### src/rtl/par_frame_tx.sv
// par_frame_tx: parity-framing serialiser.
// Takes parallel words on a valid/ready handshake.
// Shifts each word out LSB-first, one bit per clock.
// Appends one parity bit per frame; even or odd parity is chosen per word.
//
// Optional feature macro: PARFRM_ERRINJ_EN
//   When defined, an extra input in_err_inj is sampled with in_data on accept.
//   A 1 inverts the parity bit of that frame.
//
// Ports:
//   clk        clock; all state changes on the rising edge
//   rst        asynchronous, active-high reset
//   in_valid   in_data/in_odd valid
//   in_data    word to send (DATA_W bits)
//   in_odd     1 = odd parity, 0 = even parity for this word
//   in_err_inj (PARFRM_ERRINJ_EN only) invert this frame's parity bit
//   in_ready   block can accept a word this cycle
//   ser_valid  ser_data carries a frame bit
//   ser_data   serial bit (data LSB first, then parity)
//   ser_last   ser_data is the parity bit
//   busy       frame in progress
module par_frame_tx #(
    parameter int unsigned DATA_W = 8
) (
    input  logic              clk,
    input  logic              rst,
    input  logic              in_valid,
    input  logic [DATA_W-1:0] in_data,
    input  logic              in_odd,
`ifdef PARFRM_ERRINJ_EN
    input  logic              in_err_inj,
`endif
    output logic              in_ready,
    output logic              ser_valid,
    output logic              ser_data,
    output logic              ser_last,
    output logic              busy
);

    localparam int unsigned CNT_W = (DATA_W > 1) ? $clog2(DATA_W) : 1;
    localparam logic [CNT_W-1:0] CNT_LAST = CNT_W'(DATA_W - 1);

    typedef enum logic [1:0] {StIdle, StData, StPar} state_e;

    state_e            state_q, state_d;
    logic [DATA_W-1:0] shift_q, shift_d;
    logic [CNT_W-1:0]  cnt_q, cnt_d;
    logic              acc_q, acc_d;
    logic              odd_q, odd_d;
    logic              inj_q, inj_d;
    logic              accept;
    logic              inj_in;

`ifdef PARFRM_ERRINJ_EN
    assign inj_in = in_err_inj;
`else
    assign inj_in = 1'b0;
`endif

    // Ready depends on rst directly so it drops in the same cycle as reset.
    assign in_ready = ((state_q == StIdle) || (state_q == StPar)) && !rst;
    assign accept   = in_valid && in_ready;

    always_comb begin
        state_d = state_q;
        shift_d = shift_q;
        cnt_d   = cnt_q;
        acc_d   = acc_q;
        odd_d   = odd_q;
        inj_d   = inj_q;

        unique case (state_q)
            StIdle: begin
                if (accept) state_d = StData;
            end
            StData: begin
                shift_d = {1'b0, shift_q[DATA_W-1:1]};
                acc_d   = acc_q ^ shift_q[0];
                if (cnt_q == CNT_LAST) begin
                    state_d = StPar;
                end else begin
                    cnt_d = cnt_q + 1'b1;
                end
            end
            StPar: begin
                state_d = accept ? StData : StIdle;
            end
            default: state_d = StIdle;
        endcase

        // A new word overrides whatever the current state would have done.
        if (accept) begin
            shift_d = in_data;
            odd_d   = in_odd;
            inj_d   = inj_in;
            acc_d   = 1'b0;
            cnt_d   = '0;
        end
    end

    always_ff @(posedge clk or posedge rst) begin
        if (rst) begin
            state_q <= StIdle;
            shift_q <= '0;
            cnt_q   <= '0;
            acc_q   <= 1'b0;
            odd_q   <= 1'b0;
            inj_q   <= 1'b0;
        end else begin
            state_q <= state_d;
            shift_q <= shift_d;
            cnt_q   <= cnt_d;
            acc_q   <= acc_d;
            odd_q   <= odd_d;
            inj_q   <= inj_d;
        end
    end

    // Outputs decode registered state only.
    // They follow the async reset immediately.
    always_comb begin
        ser_valid = 1'b0;
        ser_last  = 1'b0;
        ser_data  = 1'b0;
        unique case (state_q)
            StData: begin
                ser_valid = 1'b1;
                ser_data  = shift_q[0];
            end
            StPar: begin
                ser_valid = 1'b1;
                ser_last  = 1'b1;
                // acc_q holds the XOR of all data bits here.
                ser_data  = acc_q ^ odd_q ^ inj_q;
            end
            default: ;
        endcase
    end

    assign busy = (state_q != StIdle);

endmodule

### config.mk
export PLATFORM = sky130hd
export DESIGN_NAME = par_frame_tx
export DESIGN_NICKNAME = d
export VERILOG_FILES = /design/src/rtl/par_frame_tx.sv
export SDC_FILE = /design/constraint.sdc
export NUM_CORES = 1
export LEC_CHECK = 0
export CAP_MARGIN = 25
export CORE_UTILIZATION = 55
export CTS_CLUSTER_SIZE = 28
export DETAILED_ROUTE_END_ITERATION = 12
export DONT_BUFFER_PORTS = 1
export PLACE_DENSITY = 0.68
export SYNTH_ARGS = -nofsm -noshare
export SYNTH_HDL_FRONTEND = slang
export SYNTH_SLANG_ARGS = --single-unit
export TNS_END_PERCENT = 100
### constraint.sdc
create_clock -name clk -period 1.9 [get_ports clk]
set_input_delay 0.38 -clock clk [delete_from_list [all_inputs] [get_ports clk]]
set_output_delay 0.38 -clock clk [all_outputs]
set_load 0.02 [all_outputs]
==> run_results.csv, run 1 <==
group,metric,value,unit
final_layout,fin_area,923.4,sq um
pwr,p_int,0.9191,mW
route,dr.pass1.iters,3,
grt,grt_pass1_vias,530,
setup_path,critPathMaxFanout,3,
timing,fin_crit_sh,0.9452,
grt,grt_max_degree,16,
timing,worst_clock_skew,0.003860,ns
yosys,syn_avg_cell_area,12.57,sq um
route,wirelength,1198,um
timing,drv_slew,0,
yosys,ys.warnings.count,0,
final_layout,layout_common_cells,"15 x dfrtp_1, 11 x mux2_2, 6 x nor2_1",
final_layout,syn_to_final_growth,8.053,%
setup_path,r2r_end,"shift_q[4]",
pwr,leakage,0.4356,nW
timing,worst_slack,0.1042,ns
setup_path,crit_path_end_kind,"output pin",
final_layout,drive_gt1_frac,0.4189,
pwr,p_switching,0.4493,mW
timing,tns,0,ns
cts,insertion_delay,0.27,ns
yosys,syn_nets,86,
cts,clock_sinks,15,
setup_path,rr_startpoint,"state_q[0]",
cts,htree_levels,1,
timing,setup_viol,0,
die,coreArea,0.001366,sq mm
die,io-pin-count,17,
pwr,power.total,1.368,mW
placement,placed_area,879.6,sq um
grt,grt_use_total,0.1579,
pwr,p_comb_frac,0.479,
cts,cts_tree,"done",
final_layout,regArea,375.4,sq um
timing,hold_viol,0,
timing,tightest_slew,0.5682,ns
die,die_area,0.001715,sq mm
pwr,clkPwrFrac,0.129,
final_layout,multi_input_area,450.4,sq um
timing,fin_crit,1.796,ns
yosys,synth-seq-cells,15,
yosys,yosys.area_share.simple,0.09078,
route,ant_nets,0,
yosys,synth_fa_ha_area_frac,0.08785,
setup_path,cp.required,1.52,ns
route,drc,0,
cts,clkTransAtPathRegs,0.09,ns
cts,cts_setup_buffers,0,
setup_path,cp_cell_sequence,"inv_1, ha_1, a21boi_1, buf_4",
grt,grt_pass1_wl,2070,um
placement,dp_slack,0.2245,ns
final_layout,antenna_cells,0,
setup_path,path_buf_inv,2,
run_status,status,"finished, final reports clean",
pwr,switching_share,0.3283,
yosys,muxShareOfSynthArea,0.2562,
setup_path,crit_type,"flip-flop to output pin",
pwr,p_seq_frac,0.392,
cts,root_buffer,"clkbuf_4",
grt,gr-total-overflow,0,
placement,place_hpwl,893,um
cts,cts_max_path_buffers,2,
die,fp.dieH,41.42,um
placement,io_buffers,0,
yosys,syn_area,854.6,sq um
setup_path,path_delay_family,"flip-flops",
setup_path,cp_slowest_cell,"dfrtp_1",
yosys,synth_top_family_by_area,"multiplexers",
route,drt_iter0_markers,8,
final_layout,n_fill_cell,100,
final_layout,final_common_cell,"dfrtp_1",
setup_path,rr_worst_depth,5,
placement,place_congestion,0.7693,
timing,clock.fmax,556.8,MHz
setup_path,cp.arrival,1.42,ns
die,initial_utilization,0.6255,
final_layout,nNetsFinal,93,
yosys,synth_flop_cell,"dfrtp_1",
cts,cts_buffers,3,
pwr,p_per_area,1482,mW/mm^2
run,drv_cap,0,
yosys,synthXorXnorAreaFrac,0.03075,
yosys,synth-edff-count,0,
grt,antenna_found_initial,0,
timing,max-slew-margin-rel,0.6208,
setup_path,reg2reg_slack,0.19,ns
worst_hold_path,hold_class,"input pin to asynchronous set/reset pin",
yosys,synth_compound_area_frac,0.04100,
setup_path,cpPeakStageDelay,0.42,ns
setup_path,critPathLaunchType,"flip-flop",
yosys,synthCells,68,
yosys,post_synth_num_cell_types,21,
route,wl_per_cell,13.46,um
die,die_x,41.42,um
pwr,peakVddDrop,0.8796,mV
yosys,synthArstFlopShare,1.000,
route,num_vias,476,
yosys,ys_seq_area_frac,0.4392,
route,via_per_inst,5.348,
die,rows,13,
## synthesized netlist by cell type, types with 2 or more instances
| cell | count | area, sq um |
|---|---|---|
| xor2_1 | 2 | 17.52 |
| mux2_2 | 11 | 123.9 |
| nor2b_1 | 2 | 12.51 |
| nor2_1 | 7 | 26.28 |
| mux2_4 | 5 | 75.07 |
| mux2i_1 | 2 | 20.02 |
| dfrtp_1 | 15 | 375.4 |
| nand2_1 | 2 | 7.510 |
| a21oi_1 | 2 | 10.01 |
| inv_1 | 4 | 15.01 |
| ha_1 | 6 | 75.07 |
## worst max-delay path by stage
stage | cells past startpoint | to | slack, ns | from
final | 4 | ser_data | 0.10 | state_q[0]
after floorplan | 3 | ser_data | 0.15 | state_q[1]
after global routing | 4 | ser_data | -0.007 | state_q[0]
after detailed placement | 5 | shift_q[3] | 0.22 | state_q[1]
after CTS | 5 | ser_data | 0.03 | state_q[1]
after global placement | 5 | shift_q[0] | 0.25 | state_q[1]
## flip-flops by register name, summed over array words and instances (netlist names)
name	count
shift_q	8
cnt_q	3
state_q	2
acc_q	1
odd_q	1
## power by group through the flow
stage	clock, mW	sequential [mW]	combinational [mW]
after CTS	0.181	0.533	0.650
after detailed placement	0	0.539	0.647
after global routing	0.196	0.557	0.728
after global placement	0	0.536	0.636
after floorplan	0	0.521	0.584
final	0.176	0.536	0.656
## repair_timing
action,CTS,global route
gates resized for setup,0,6
endpoints found under the hold margin,0,0
hold buffers,0,0
setup endpoints to repair,0,2
## layer usage
metal  vias to the layer above  GRT usage  wire [um]
li1                        240          -          -
met1                       220     0.1839        545
met2                        14     0.2563        591
met3                         2    0.05217         56
met4                         0    0.08387          5
met5                         -          0          0
## layout make-up
cell class / count / share of cell area
clock buffer: 4 / 0.02846
inverter: 4 / 0.01626
multi-input combinational: 46 / 0.4878
sequential: 15 / 0.4065
tap: 15 / 0.02033
timing repair buffer: 5 / 0.04065
## through the flow
stage | hold slack [ns] | cells | util
after CTS | 0.06331 | 89 | 0.6630
after floorplan | 0.2815 | 68 | -
final | 0.03767 | 89 | 0.6758
after detailed placement | 0.3616 | 85 | 0.6438
after global routing | 0.08113 | 89 | 0.6758
after global placement | 0.3530 | 85 | 0.6438
## kinds of logic after synthesis
| kind of cell | after synthesis |
|---|---|
| muxes | 18 |
| DFF | 15 |
| adders and majority gates | 6 |
| buffers and inverters | 7 |
| AOI/OAI and AO/OA | 5 |
| xor gates and xnor gates | 3 |
| and+or+nand+nor | 14 |
No activity file was read; power rests on OpenSTA's default activity.
==> run 2: changes to the inputs <==
--- a/config.mk
+++ b/config.mk
@@ -6,11 +6,12 @@
 export NUM_CORES = 1
 export LEC_CHECK = 0
 export CAP_MARGIN = 25
-export CORE_UTILIZATION = 55
+export CORE_ASPECT_RATIO = 2
+export CORE_UTILIZATION = 30
 export CTS_CLUSTER_SIZE = 28
 export DETAILED_ROUTE_END_ITERATION = 12
 export DONT_BUFFER_PORTS = 1
-export PLACE_DENSITY = 0.68
+export PLACE_DENSITY = 0.42
 export SYNTH_ARGS = -nofsm -noshare
 export SYNTH_HDL_FRONTEND = slang
 export SYNTH_SLANG_ARGS = --single-unit
==> constraint.sdc (replaced) <==
create_clock -name clk -period 1.75 [get_ports clk]
set_input_delay 0.4375 -clock clk [delete_from_list [all_inputs] [get_ports clk]]
set_output_delay 0.4375 -clock clk [all_outputs]
set_load 0.02 [all_outputs]
==> run 2 against run 1 <==
Sequential power up 9.1%. Global-route usage down 3.8 points. Design area up 17%. Register-to-register slack better by 0.03 ns. Sequential share of layout area down 5.9 points. Die area up 80%. Combinational power up 32%. Clock skew down 0.0022 ns. Cell count up 27%. Highest routed layer unchanged.
==> run_results.csv, run 2 (synthesis results as in run 1) <==
group,metric,value,unit
route,wirelength,1528,um
grt,use_met2,0.1836,
route,wl_per_cell,13.52,um
timing,rsz0062_at_grt,"true",
setup_path,cp.arrival,1.28,ns
cts,clock_sinks,15,
final_layout,regMostFlops,"shift_q",
grt,met1_usage,0.1463,
setup_path,cp_slowest_cell,"dfrtp_1",
placement,place_congestion,0.7084,
final_layout,largest_registers,"shift_q x8, cnt_q x3, state_q x2",
grt,grt_max_degree,16,
pwr,power.total,1.727,mW
die,rows,27,
final_layout,layout_common_cells,"15 x dfrtp_1, 14 x buf_4, 11 x mux2_2",
worst_hold_path,hold_class,"input pin to asynchronous set/reset pin",
grt,grt_pass1_vias,591,
timing,drv_slew,0,
die,die_area,0.003079,sq mm
die,coreArea,0.002736,sq mm
final_layout,antenna_cells,0,
timing,hold_viol,0,
pwr,peakVddDrop,0.7862,mV
placement,place_hpwl,1152,um
setup_path,cp_cell_sequence,"buf_4, ha_4, nor2_4, nor2_2, buf_4",
placement,placed_area,939.7,sq um
setup_path,cpPeakStageDelay,0.41,ns
final_layout,nNetsFinal,103,
pwr,p_per_area,1598,mW/mm^2
route,via_per_inst,4.761,
timing,fin_crit,1.714,ns
route,dr.pass1.iters,2,
setup_path,critPathLaunchType,"flip-flop",
route,ant_nets,0,
grt,grt_use_total,0.1200,
final_layout,multi_input_area,484.2,sq um
timing,max-slew-margin-rel,0.6083,
cts,root_buffer,"clkbuf_8",
die,die_x,39.74,um
setup_path,crit_type,"flip-flop to output pin",
grt,use_met3,0.02286,
pwr,leakage,0.4996,nW
final_layout,utilization,0.3951,
final_layout,drive_gt1_frac,0.5357,
timing,worst_clock_skew,0.001670,ns
die,initial_utilization,0.3123,
timing,clock.fmax,583.5,MHz
cts,insertion_delay,0.24,ns
grt,grt-busiest-layer,"met2",
timing,whs,0.1396,ns
cts,clkTransAtPathRegs,0.06,ns
route,num_vias,538,
final_layout,largest_reg_flops,8,
timing,setup_viol,0,
timing,fin_crit_sh,0.9792,
cts,cts_max_path_buffers,2,
setup_path,crit_path_end_kind,"output pin",
placement,io_buffers,0,
final_layout,n_fill_cell,282,
die,fp.dieH,77.48,um
cts,cts_tree,"done",
route,drt_iter0_markers,5,
final_layout,syn_to_final_growth,26.50,%
grt,antenna_found_initial,0,
setup_path,crit_top_cell,"buf_4",
final_layout,final_common_cell,"dfrtp_1",
cts,cts_hold_buf,0,
final_layout,fin_area,0.001081,sq mm
run_status,status,"finished, final reports clean",
setup_path,critPathMaxFanout,3,
grt,gr-total-overflow,0,
grt,grt_pass1_wl,2553,um
die,io-pin-count,17,
run,drv_cap,0,
cts,cts_buffers,3,
setup_path,cp.required,1.31,ns
timing,tightest_slew,0.5869,ns
route,drc,0,
final_layout,regArea,375.4,sq um
timing,tns,0,ns
cts,htree_levels,1,
run 2: cell count changes in the layout (fill, tap and decap cells not counted), moves of 2 or more:
cell	delta
clkbuf_8	+3
ha_4	+2
buf_4	+9
clkbuf_4	-3
run 2: final cells by class:
class,count,share of cell area
Timing Repair Buffer,15,0.1157
Tap cell,29,0.03356
Clock buffer,4,0.04167
Inverter,4,0.01389
Multi-Input combinational cell,46,0.4479
Sequential cell,15,0.3472
run 2: worst paths after layout:
kind / startpoint / to / slack (ns) / depth (start not counted)
min reg2reg: cnt_q[2] / cnt_q[2] / 0.53 / 2
max reg2reg: state_q[1] / shift_q[6] / 0.22 / 5
max: state_q[1] / in_ready / 0.04 / 5
max in group asynchronous: rst / shift_q[3] / 1.23 / 1
min in group clk: in_data[1] / shift_q[1] / 0.34 / 1
min: rst / shift_q[4] / 0.14 / 1
run 2: layer usage:
metal	wire (um)	vias up	share of wire
li1	-	261	-
met1	575	256	0.38
met2	835	16	0.55
met3	76	5	0.050
met4	40	0	0.026
met5	0	-	0
run 2: report_power, final:
part | total (mW) | internal [mW] | switching [mW]
sequential | 0.585 | 0.501 | 0.0837
clock | 0.277 | 0.161 | 0.116
combinational | 0.866 | 0.512 | 0.354
total | 1.73 | 1.17 | 0.553
run 2: critical path: cells and delay by family (launching register included):
family | cells | cell delay (ns)
adders and majority gates | 1 | 0.16
buffers and inverters | 2 | 0.30
DFF | 1 | 0.41
and+or+nand+nor | 2 | 0.16
run 2: through the flow:
stage,worst slack [ns],std cells
6_report,0.03632,113
5_1_grt,-0.02820,113
4_1_cts,0.003767,110
3_5_place_dp,0.1287,103
3_3_place_gp,0.1010,103
2_1_floorplan,0.08248,68
run 2: timing repair:
action | CTS | global route
resized for setup | 8 | 4
pin swaps | 1 | 1
buffers inserted | 3 | 3
endpoints found under the setup margin | 2 | 2
==> run 3: changes to the inputs <==
--- a/config.mk
+++ b/config.mk
@@ -8,10 +8,11 @@
 export CAP_MARGIN = 25
 export CORE_ASPECT_RATIO = 2
 export CORE_UTILIZATION = 30
-export CTS_CLUSTER_SIZE = 28
+export CTS_CLUSTER_SIZE = 25
 export DETAILED_ROUTE_END_ITERATION = 12
 export DONT_BUFFER_PORTS = 1
 export PLACE_DENSITY = 0.42
+export RECOVER_POWER = 100
 export SYNTH_ARGS = -nofsm -noshare
 export SYNTH_HDL_FRONTEND = slang
 export SYNTH_SLANG_ARGS = --single-unit
==> results of run 3 <==
The final DEF is identical to that of run 2; final timing and power are the same.
==> edit, RTL diff (config.mk and constraints of run 1) <==
The parameter `DATA_W` goes from 8 to 16.
--- a/src/rtl/par_frame_tx.sv
+++ b/src/rtl/par_frame_tx.sv
@@ -20,7 +20,7 @@
 //   ser_last   ser_data is the parity bit
 //   busy       frame in progress
 module par_frame_tx #(
-    parameter int unsigned DATA_W = 8
+    parameter int unsigned DATA_W = 16
 ) (
     input  logic              clk,
     input  logic              rst,
Interface: changed (resized in_data); port bits go from 17 to 25. The function was not compared with the original's and may differ.
==> edit against run 1 <==
- global-route usage up 1.2 points
- synthesized cell count up 50%
- non-clock buffer count up 4
- power up 80%
- sequential share of layout area up 0.80 points
- largest power group unchanged
- combinational power up 86%
- routed wire length up 62%
- final area up 57%
- area after synthesis up 56%
- largest cell class unchanged
- worst setup slack worse by 0.0049 ns
- sequential cell count up 9
==> edit: results <==
export IMPL_yosys_top_cells_area="dfrtp_1 (45%), mux2_2 (18%), mux2_4 (11%)"
export IMPL_path_max_fanout=4
export IMPL_nFillCells=182
export IMPL_r2r_slack_ns=0.26
export IMPL_via_count=764
export IMPL_synth_fp_nets=127
export IMPL_hpwl_um=1367
export IMPL_min_delay_path_class="in2reg"
export IMPL_ys_seq_area_share_pct=45.07
export IMPL_p_leak_nw=0.6544
export IMPL_hold_ws_ns=0.2000
export IMPL_reg_top3="shift_q (16), cnt_q (4), state_q (2)"
export IMPL_synth_common_cells="dfrtp_1 (24), mux2_2 (21), mux2_4 (10)"
export IMPL_gp_congestion=0.6302
export IMPL_grt_max_degree=25
export IMPL_worst_clock_skew_ns=0.002728
export IMPL_wl_met1_um=850
export IMPL_wl_met2_um=1011
export IMPL_fmax_mhz=555.3
export IMPL_status="complete, no violations"
export IMPL_grt_total_usage_pct=16.94
export IMPL_vdd_ir_drop_max_mv=0.9376
export IMPL_relSlewSlack_pct=71.98
export IMPL_yosysWarnings=0
export IMPL_dpl_cell_area_um2=1371
export IMPL_final_nets=136
export IMPL_initialDrtViolationCount=7
export IMPL_drive_gt1_share_pct=44.55
export IMPL_clk_pin_slew_ns=0.13
export IMPL_ys_types=29
export IMPL_routedWlPerCell_um=14.09
export IMPL_clock_latency_ns=0.30
export IMPL_grt_pass1_wl_um=3236
-- edit: cell types whose count changed after synthesis, moves of 3 or more --
cell,before,now
mux2_2,11,21
dfrtp_1,15,24
mux2_4,5,10
a21oi_1,2,5
nor2_1,7,2
-- edit: final timing paths --
kind | from | end | cells after the start
setup / recovery | state_q[0] | ser_data | 4
hold / removal | in_odd | odd_q | 1
setup reg to reg | state_q[1] | shift_q[2] | 5
hold reg to reg | odd_q | odd_q | 1
max in group asynchronous | rst | shift_q[3] | 3
min in group asynchronous | rst | acc_q | 3
-- edit: cells by family after synthesis --
| kind of cell | Yosys count | synth area share (%) |
|---|---|---|
| compound gates | 12 | 5.634 |
| xor+xnor | 2 | 1.315 |
| fa+ha+maj | 5 | 4.695 |
| buf+inv | 11 | 6.290 |
| flops | 24 | 45.07 |
| mux | 32 | 29.86 |
| simple gates | 16 | 7.138 |
-- edit: final cells by class --
cell class                      instances  area [um2]  share of cell area (%)
Clock buffer                            3       22.52                   1.554
Multi-Input combinational cell         67       655.6                   45.25
Inverter                                6       22.52                   1.554
Clock inverter                          1       30.03                   2.073
Sequential cell                        24       600.6                   41.45
Timing Repair Buffer                    9       82.58                   5.699
Tap cell                               28       35.03                   2.418
-- edit: through the flow --
| stage | util [%] | cells |
|---|---|---|
| global placement | 60.82 | 132 |
| detailed placement | 60.82 | 132 |
| global route | 64.26 | 138 |
| floorplan | - | 102 |
| CTS | 63.60 | 137 |
| finish | 64.26 | 138 |
-- edit: report_power, final --
| part | internal (mW) | switching [mW] | total, mW |
|---|---|---|---|
| Sequential | 0.747 | 0.143 | 0.890 |
| Combinational | 0.728 | 0.488 | 1.22 |
| Clock | 0.213 | 0.145 | 0.358 |
| Total | 1.69 | 0.776 | 2.46 |
-- edit: repair_timing --
| action | 4_1_cts | 5_1_grt |
|---|---|---|
| hold buffers | 1 | 0 |
| gates resized for setup | 0 | 4 |
| setup buffers | 0 | 1 |
| endpoints found under the setup margin | 0 | 2 |
| endpoints found under the hold margin | 24 | 0 |
-- edit: layer usage --
| layer | track usage, % | vias up |
|---|---|---|
| li1 | - | 380 |
| met1 | 19.42 | 370 |
| met2 | 29.61 | 12 |
| met3 | 6.250 | 2 |
| met4 | 4.505 | 0 |
| met5 | 0 | - |
